[src/rtl/redmule_mx_exp_prefetch_if.sv]
// Valid/ready stream bundle carrying packed exponent beats into the prefetcher.
interface hwpe_stream_intf_stream #(
    parameter int unsigned DATA_WIDTH = 32
) ();
    logic                  valid;
    logic                  ready;
    logic [DATA_WIDTH-1:0] data;

    modport source (output valid, output data, input ready);
    modport sink   (input valid, input data, output ready);
endinterface

[src/rtl/redmule_mx_exp_prefetch.sv]
// Exponent prefetcher: buffers packed shared-exponent beats in a small FIFO and
// serves them one entry at a time on a register-style data/valid/consume port.
module redmule_mx_exp_prefetch #(
    parameter int unsigned STREAM_W        = 32,
    parameter int unsigned EXP_W           = 8,
    parameter int unsigned BEAT_FIFO_DEPTH = 2,
    parameter int unsigned CNT_W           = 16
) (
    input  logic                    clk_i,
    input  logic                    rst_i,
    input  logic                    clear_i,
    input  logic                    start_i,
    input  logic [CNT_W-1:0]        total_exp_i,
    hwpe_stream_intf_stream.sink    exp_i,
    output logic [EXP_W-1:0]        exp_data_o,
    output logic                    exp_valid_o,
    input  logic                    exp_consume_i,
    output logic                    busy_o,
    output logic                    done_o
);
    localparam int unsigned EPB    = STREAM_W / EXP_W;
    localparam int unsigned SEL_W  = (EPB > 1) ? $clog2(EPB) : 1;
    localparam int unsigned PTR_W  = $clog2(BEAT_FIFO_DEPTH);
    localparam int unsigned FCNT_W = $clog2(BEAT_FIFO_DEPTH + 1);

    localparam logic [SEL_W-1:0]  SEL_LAST  = SEL_W'(EPB - 1);
    localparam logic [PTR_W-1:0]  PTR_LAST  = PTR_W'(BEAT_FIFO_DEPTH - 1);
    localparam logic [FCNT_W-1:0] FIFO_FULL = FCNT_W'(BEAT_FIFO_DEPTH);

    typedef enum logic [1:0] {IDLE, RUN, DONE} state_t;

    state_t                   state_q, state_d;
    logic [CNT_W-1:0]         rem_q, beats_left_q, beats_total;
    logic [SEL_W-1:0]         sel_q;
    logic [PTR_W-1:0]         head_q, tail_q;
    logic [FCNT_W-1:0]        count_q;
    logic [STREAM_W-1:0]      fifo_q [BEAT_FIFO_DEPTH];
    logic [EPB-1:0][EXP_W-1:0] head_entries;
    logic                     ready, push, pop, pop_beat, last_pop, start_job;

    // Beats needed = ceil(total/EPB); quotient plus remainder flag cannot overflow.
    assign beats_total = total_exp_i / CNT_W'(EPB)
                       + CNT_W'((total_exp_i % CNT_W'(EPB)) != '0);

    assign start_job   = (state_q == IDLE) && start_i;
    assign ready       = (state_q == RUN) && (count_q != FIFO_FULL) && (beats_left_q != '0);
    assign exp_i.ready = ready;
    assign push        = exp_i.valid && ready;

    assign head_entries = fifo_q[head_q];
    assign exp_valid_o  = (state_q == RUN) && (count_q != '0) && (rem_q != '0);
    assign exp_data_o   = exp_valid_o ? head_entries[sel_q] : '0;

    assign pop      = exp_consume_i && exp_valid_o;
    assign last_pop = pop && (rem_q == CNT_W'(1));
    // The last entry of a job retires its beat even if upper entries remain unread.
    assign pop_beat = pop && ((sel_q == SEL_LAST) || (rem_q == CNT_W'(1)));

    assign busy_o = (state_q == RUN);
    assign done_o = (state_q == DONE);

    always_ff @(posedge clk_i) begin
        if (rst_i || clear_i) state_q <= IDLE;
        else                  state_q <= state_d;
    end

    always_comb begin
        state_d = state_q;
        case (state_q)
            IDLE:    if (start_i) state_d = (total_exp_i != '0) ? RUN : DONE;
            RUN:     if (last_pop) state_d = DONE;
            DONE:    state_d = IDLE;
            default: state_d = IDLE;
        endcase
    end

    always_ff @(posedge clk_i) begin
        if (rst_i || clear_i) begin
            rem_q        <= '0;
            beats_left_q <= '0;
            sel_q        <= '0;
            head_q       <= '0;
            tail_q       <= '0;
            count_q      <= '0;
        end else if (start_job) begin
            rem_q        <= total_exp_i;
            beats_left_q <= beats_total;
            sel_q        <= '0;
            head_q       <= '0;
            tail_q       <= '0;
            count_q      <= '0;
        end else begin
            if (push) begin
                tail_q       <= (tail_q == PTR_LAST) ? '0 : tail_q + PTR_W'(1);
                beats_left_q <= beats_left_q - CNT_W'(1);
            end
            if (pop) begin
                rem_q <= rem_q - CNT_W'(1);
                if (pop_beat) begin
                    head_q <= (head_q == PTR_LAST) ? '0 : head_q + PTR_W'(1);
                    sel_q  <= '0;
                end else begin
                    sel_q  <= sel_q + SEL_W'(1);
                end
            end
            case ({push, pop_beat})
                2'b10:   count_q <= count_q + FCNT_W'(1);
                2'b01:   count_q <= count_q - FCNT_W'(1);
                default: count_q <= count_q;
            endcase
        end
    end

    always_ff @(posedge clk_i) begin
        if (push) fifo_q[tail_q] <= exp_i.data;
    end
endmodule

[src/flat_wrapper.sv]
// flat-port wrapper written by rule: the top's interface ports become plain ports
module redmule_mx_exp_prefetch_flat 
#(
    parameter int unsigned STREAM_W        = 32,
    parameter int unsigned EXP_W           = 8,
    parameter int unsigned BEAT_FIFO_DEPTH = 2,
    parameter int unsigned CNT_W           = 16
)
  (clk_i, rst_i, clear_i, start_i, total_exp_i, exp_data_o, exp_valid_o, exp_consume_i, busy_o, done_o, exp_i_valid, exp_i_data, exp_i_ready);
  hwpe_stream_intf_stream #(.DATA_WIDTH(32)) exp_i_i ();
  input  logic clk_i;
  input  logic rst_i;
  input  logic clear_i;
  input  logic start_i;
  input  logic [CNT_W-1:0] total_exp_i;
  output logic [EXP_W-1:0] exp_data_o;
  output logic exp_valid_o;
  input  logic exp_consume_i;
  output logic busy_o;
  output logic done_o;
  input wire logic [$bits(exp_i_i.valid)-1:0] exp_i_valid;
  input wire logic [$bits(exp_i_i.data)-1:0] exp_i_data;
  output wire logic [$bits(exp_i_i.ready)-1:0] exp_i_ready;
  assign exp_i_i.valid = exp_i_valid;
  assign exp_i_i.data = exp_i_data;
  assign exp_i_ready = exp_i_i.ready;
  redmule_mx_exp_prefetch #(.STREAM_W(STREAM_W), .EXP_W(EXP_W), .BEAT_FIFO_DEPTH(BEAT_FIFO_DEPTH), .CNT_W(CNT_W)) u_core (.clk_i(clk_i), .rst_i(rst_i), .clear_i(clear_i), .start_i(start_i), .total_exp_i(total_exp_i), .exp_i(exp_i_i), .exp_data_o(exp_data_o), .exp_valid_o(exp_valid_o), .exp_consume_i(exp_consume_i), .busy_o(busy_o), .done_o(done_o));
endmodule
[config.mk]
export PLATFORM = sky130hd
export DESIGN_NAME = redmule_mx_exp_prefetch_flat
export DESIGN_NICKNAME = d
export VERILOG_FILES = /design/src/rtl/redmule_mx_exp_prefetch_if.sv /design/src/rtl/redmule_mx_exp_prefetch.sv /design/src/flat_wrapper.sv
export SDC_FILE = /design/constraint.sdc
export NUM_CORES = 1
export LEC_CHECK = 0
export ABC_AREA = 1
export CAP_MARGIN = 20
export CORE_MARGIN = 2
export CORE_UTILIZATION = 51
export CTS_CLUSTER_SIZE = 10
export DETAILED_ROUTE_END_ITERATION = 10
export MAX_ROUTING_LAYER = met4
export PLACE_DENSITY = 0.86
export SYNTH_ARGS = -nofsm -noshare
export SYNTH_HDL_FRONTEND = slang
export SYNTH_SLANG_ARGS = --single-unit
export TNS_END_PERCENT = 30
[constraint.sdc]
create_clock -name clk_i -period 2.59 [get_ports clk_i]
set_input_delay 0.3885 -clock clk_i [delete_from_list [all_inputs] [get_ports clk_i]]
set_output_delay 0.3885 -clock clk_i [all_outputs]
set_load 0.01 [all_outputs]
==> reports/metrics.yaml <==
global_routing:
  grt_pass1_wl_um: 21900
  grt_max_degree: 33
  gr-usage-all-layers_pct: 24.2
  grt-ovfl-total: 0
  grt_pass1_vias: 4736
  antenna_found_initial: 0
drt:
  wl_per_cell_um: 14.7
  drcViolationCount: 0
  vias: 4973
  dr.pass1.iters: 6
  routed_wl_um: 13500
  ant_nets: 0
  routed_via_density: 5.41
  drt_iter0_markers: 482
clock_network:
  numClockSinks: 105
  htreeDepth: 3
  cts_buffers: 9
  root_buffer: "clkbuf_8"
  tritoncts: "built"
  clkTransAtPathRegs_ns: 0.11
  cts_buffer_depth: 2
  post_cts_buffers: 0
  clock_latency_ns: 0.38
critical_path:
  rr_startpoint: "u_core.rem_q[0]$_SDFFE_PP0P_"
  r2r-end: "u_core.count_q[1]$_SDFFE_PP0P_"
  end_kind: "output pin"
  start_kind: "register"
  r2r_slack_ns: 0.42
  cp-startpoint: "u_core.rem_q[0]$_SDFFE_PP0P_"
  crit_arrival_ns: 2.11
  required_ns: 2.20
  worstPathMaxFanout: 9
  critPathCapture: "exp_data_o[5]"
  r2r_cells: 14
  worstSetupPathType: "register to output pin"
power:
  peakVddDrop_mv: 0.376
  p_leak_nw: 2.82
  powerDensity_nw_per_um2: 524
  power_mw: 3.49
die:
  ioPinCount: 66
  start_util_pct: 51.9
  die_area_um2: 11800
  rows: 38
  die-width_um: 109
  die_h_um: 109
  core_area_um2: 10800
final_layout:
  antenna_cells: 0
  final_layout_size_suffix_gt1_share_pct: 7.05
  syn2layout_area_growth_pct: 19.0
  multi_input_area_um2: 2520
  area.sequential_um2: 2740
  fillCellCount: 893
  final_cell_count_no_fill: 920
  fin_nets: 836
timing:
  finClkSkew_ns: 0.0193
  layout_min_cycle_time_ns: 2.50
  setup_slack_ns: 0.0939
  slew_headroom_pct: 68.5
  timing.fmax_ghz: 0.401
  holdWs_ns: 0.507
  max_slew.worst_pin.slew_ns: 0.471
  setup-violations-final: 0
  finalMaxSlewViolations: 0
  period_share_pct: 96.4
  hold_violations: 0
worst_hold_path:
  hold_path_class: "register to register"
synth:
  synth_top_area_share_pct: 34.3
  yosys-top-cells-area: "edfxtp_1 (34%), dfxtp_1 (15%), nand2_1 (11%)"
  syn_nets: 770
  synth_area_um2: 5600
  yosysSeqAreaShare_pct: 48.9
  synth_area_leader_cell: "edfxtp_1"
  ys_warn_count: 0
  synth_area_per_cell_um2: 7.90
  synth_cell_types: 32
  synth-seq-cells: 105
  synth_cells: 709
placement:
  gp_congestion: 0.919
  io_buffers: 65
  dp.cells: 904
  dp_hpwl_um: 9480
  dp_worst_setup_slack_ns: 0.124
outcome:
  status: "complete, no violations"
flow_run:
  maxCapViolCount: 0
layout by cell type, fill, tap and decap left out, types with 3 or more instances in the layout:
cell,instances
dlymetal6s2s_1,3
nand2_2,3
nand2_4,3
nor2_1,138
clkinv_8,3
o221ai_1,16
a21oi_1,19
clkdlybuf4s50_1,60
a21oi_2,3
inv_1,64
nor2_2,8
dfxtp_1,40
nand3b_1,8
clkbuf_8,9
nand4_1,8
xnor2_1,6
o21ai_1,4
ha_1,6
nand2_1,163
edfxtp_1,64
nand3_1,53
o21ai_0,58
buf_4,9
inv_2,3
xor2_1,7
per-layer routing:
metal  GRT usage (%)  wire (um)  part of all wire (%)
met1            30.7       5910                    44
met2            40.3       6620                    49
met3            2.57        628                   4.6
met4            9.07        365                   2.7
met5               -          0                     0
power breakdown:
part	switching [mW]	total (mW)	internal (mW)
clock network	0.658	1.05	0.395
registers	0.0305	1.84	1.81
logic	0.355	0.603	0.248
total	1.04	3.49	2.45
worst min-delay path by stage:
| stage | start | to | slack, ns | depth (start not counted) |
|---|---|---|---|---|
| floorplan | u_core.count_q[1]$_SDFFE_PP0P_ | u_core.count_q[1]$_SDFFE_PP0P_ | 0.46 | 1 |
| global placement | u_core.count_q[1]$_SDFFE_PP0P_ | u_core.count_q[1]$_SDFFE_PP0P_ | 0.46 | 1 |
| detailed placement | u_core.beats_left_q[15]$_SDFFE_PP0P_ | u_core.beats_left_q[15]$_SDFFE_PP0P_ | 0.50 | 2 |
| CTS | u_core.beats_left_q[15]$_SDFFE_PP0P_ | u_core.beats_left_q[15]$_SDFFE_PP0P_ | 0.51 | 2 |
| global route | u_core.beats_left_q[15]$_SDFFE_PP0P_ | u_core.beats_left_q[15]$_SDFFE_PP0P_ | 0.52 | 2 |
| finish | u_core.beats_left_q[15]$_SDFFE_PP0P_ | u_core.beats_left_q[15]$_SDFFE_PP0P_ | 0.51 | 2 |
critical path, cell delays in order, from the launching register on:
cell and delay, ns:
dfxtp_2 0.38, inv_1 0.11, ha_4 0.20, nand2_4 0.10, nor2_8 0.06, nand2_2 0.11
nand2_4 0.11, nor2_1 0.13, clkdlybuf4s50_1 0.54
cells by family after synthesis:
group | Yosys count | share of synthesized area [%]
AND/OR/NAND/NOR | 391 | 30.1
flip-flops | 105 | 48.9
AO/OA/AOI/OAI | 104 | 10.7
buffers and inverters | 89 | 6.61
XOR/XNOR | 13 | 2.03
adder cells (fa/ha/maj) | 7 | 1.56
metrics by stage:
stage / TNS, ns / utilization, % / cell area (um^2)
after floorplan: -13.67 / - / 5600
after global placement: 0 / 59.5 / 6420
after detailed placement: 0 / 59.5 / 6420
after CTS: 0 / 61.5 / 6640
after global routing: -0.00245 / 61.8 / 6670
final: 0 / 61.8 / 6670
what timing repair did:
action / in CTS / in global routing
endpoints found under the hold margin: 0 / 0
setup endpoints to repair: 9 / 8
resized for setup: 6 / 7
gates cloned: 0 / 0
hold buffers: 0 / 0
pin swaps: 0 / 0
synthesized netlist by cell type, drive strengths merged:
| library cell | number |
|---|---|
| nand2 | 169 |
| nor2 | 148 |
| inv | 67 |
| edfxtp | 64 |
| o21ai | 62 |
| nand3 | 55 |
| dfxtp | 41 |
| a21oi | 22 |
| o221ai | 16 |
| clkbuf | 13 |
| buf | 9 |
| nand3b | 8 |
| nand4 | 8 |
| ha | 7 |
| xor2 | 7 |
| xnor2 | 6 |
| nor3 | 3 |
| a21boi | 1 |
| a22oi | 1 |
| o211ai | 1 |
| o21bai | 1 |
state kept, by name, summed over array words and instances, names as in the netlist, named ones only:
name / flops
u_core.head_q: 1
u_core.fifo_q: 64
u_core.sel_q: 2
u_core.tail_q: 1
u_core.beats_left_q: 16
u_core.state_q: 2
u_core.rem_q: 16
u_core.count_q: 2
layout make-up:
class | instances | share of cell area [%]
flip-flops and latches | 105 | 41.1
clock inverters | 7 | 1.33
well taps | 140 | 2.63
repair buffers | 77 | 11.5
multi-input cells | 515 | 37.7
inverters | 67 | 3.77
clock buffers | 9 | 1.86
Note: power is estimated with default switching activity, not from simulation.
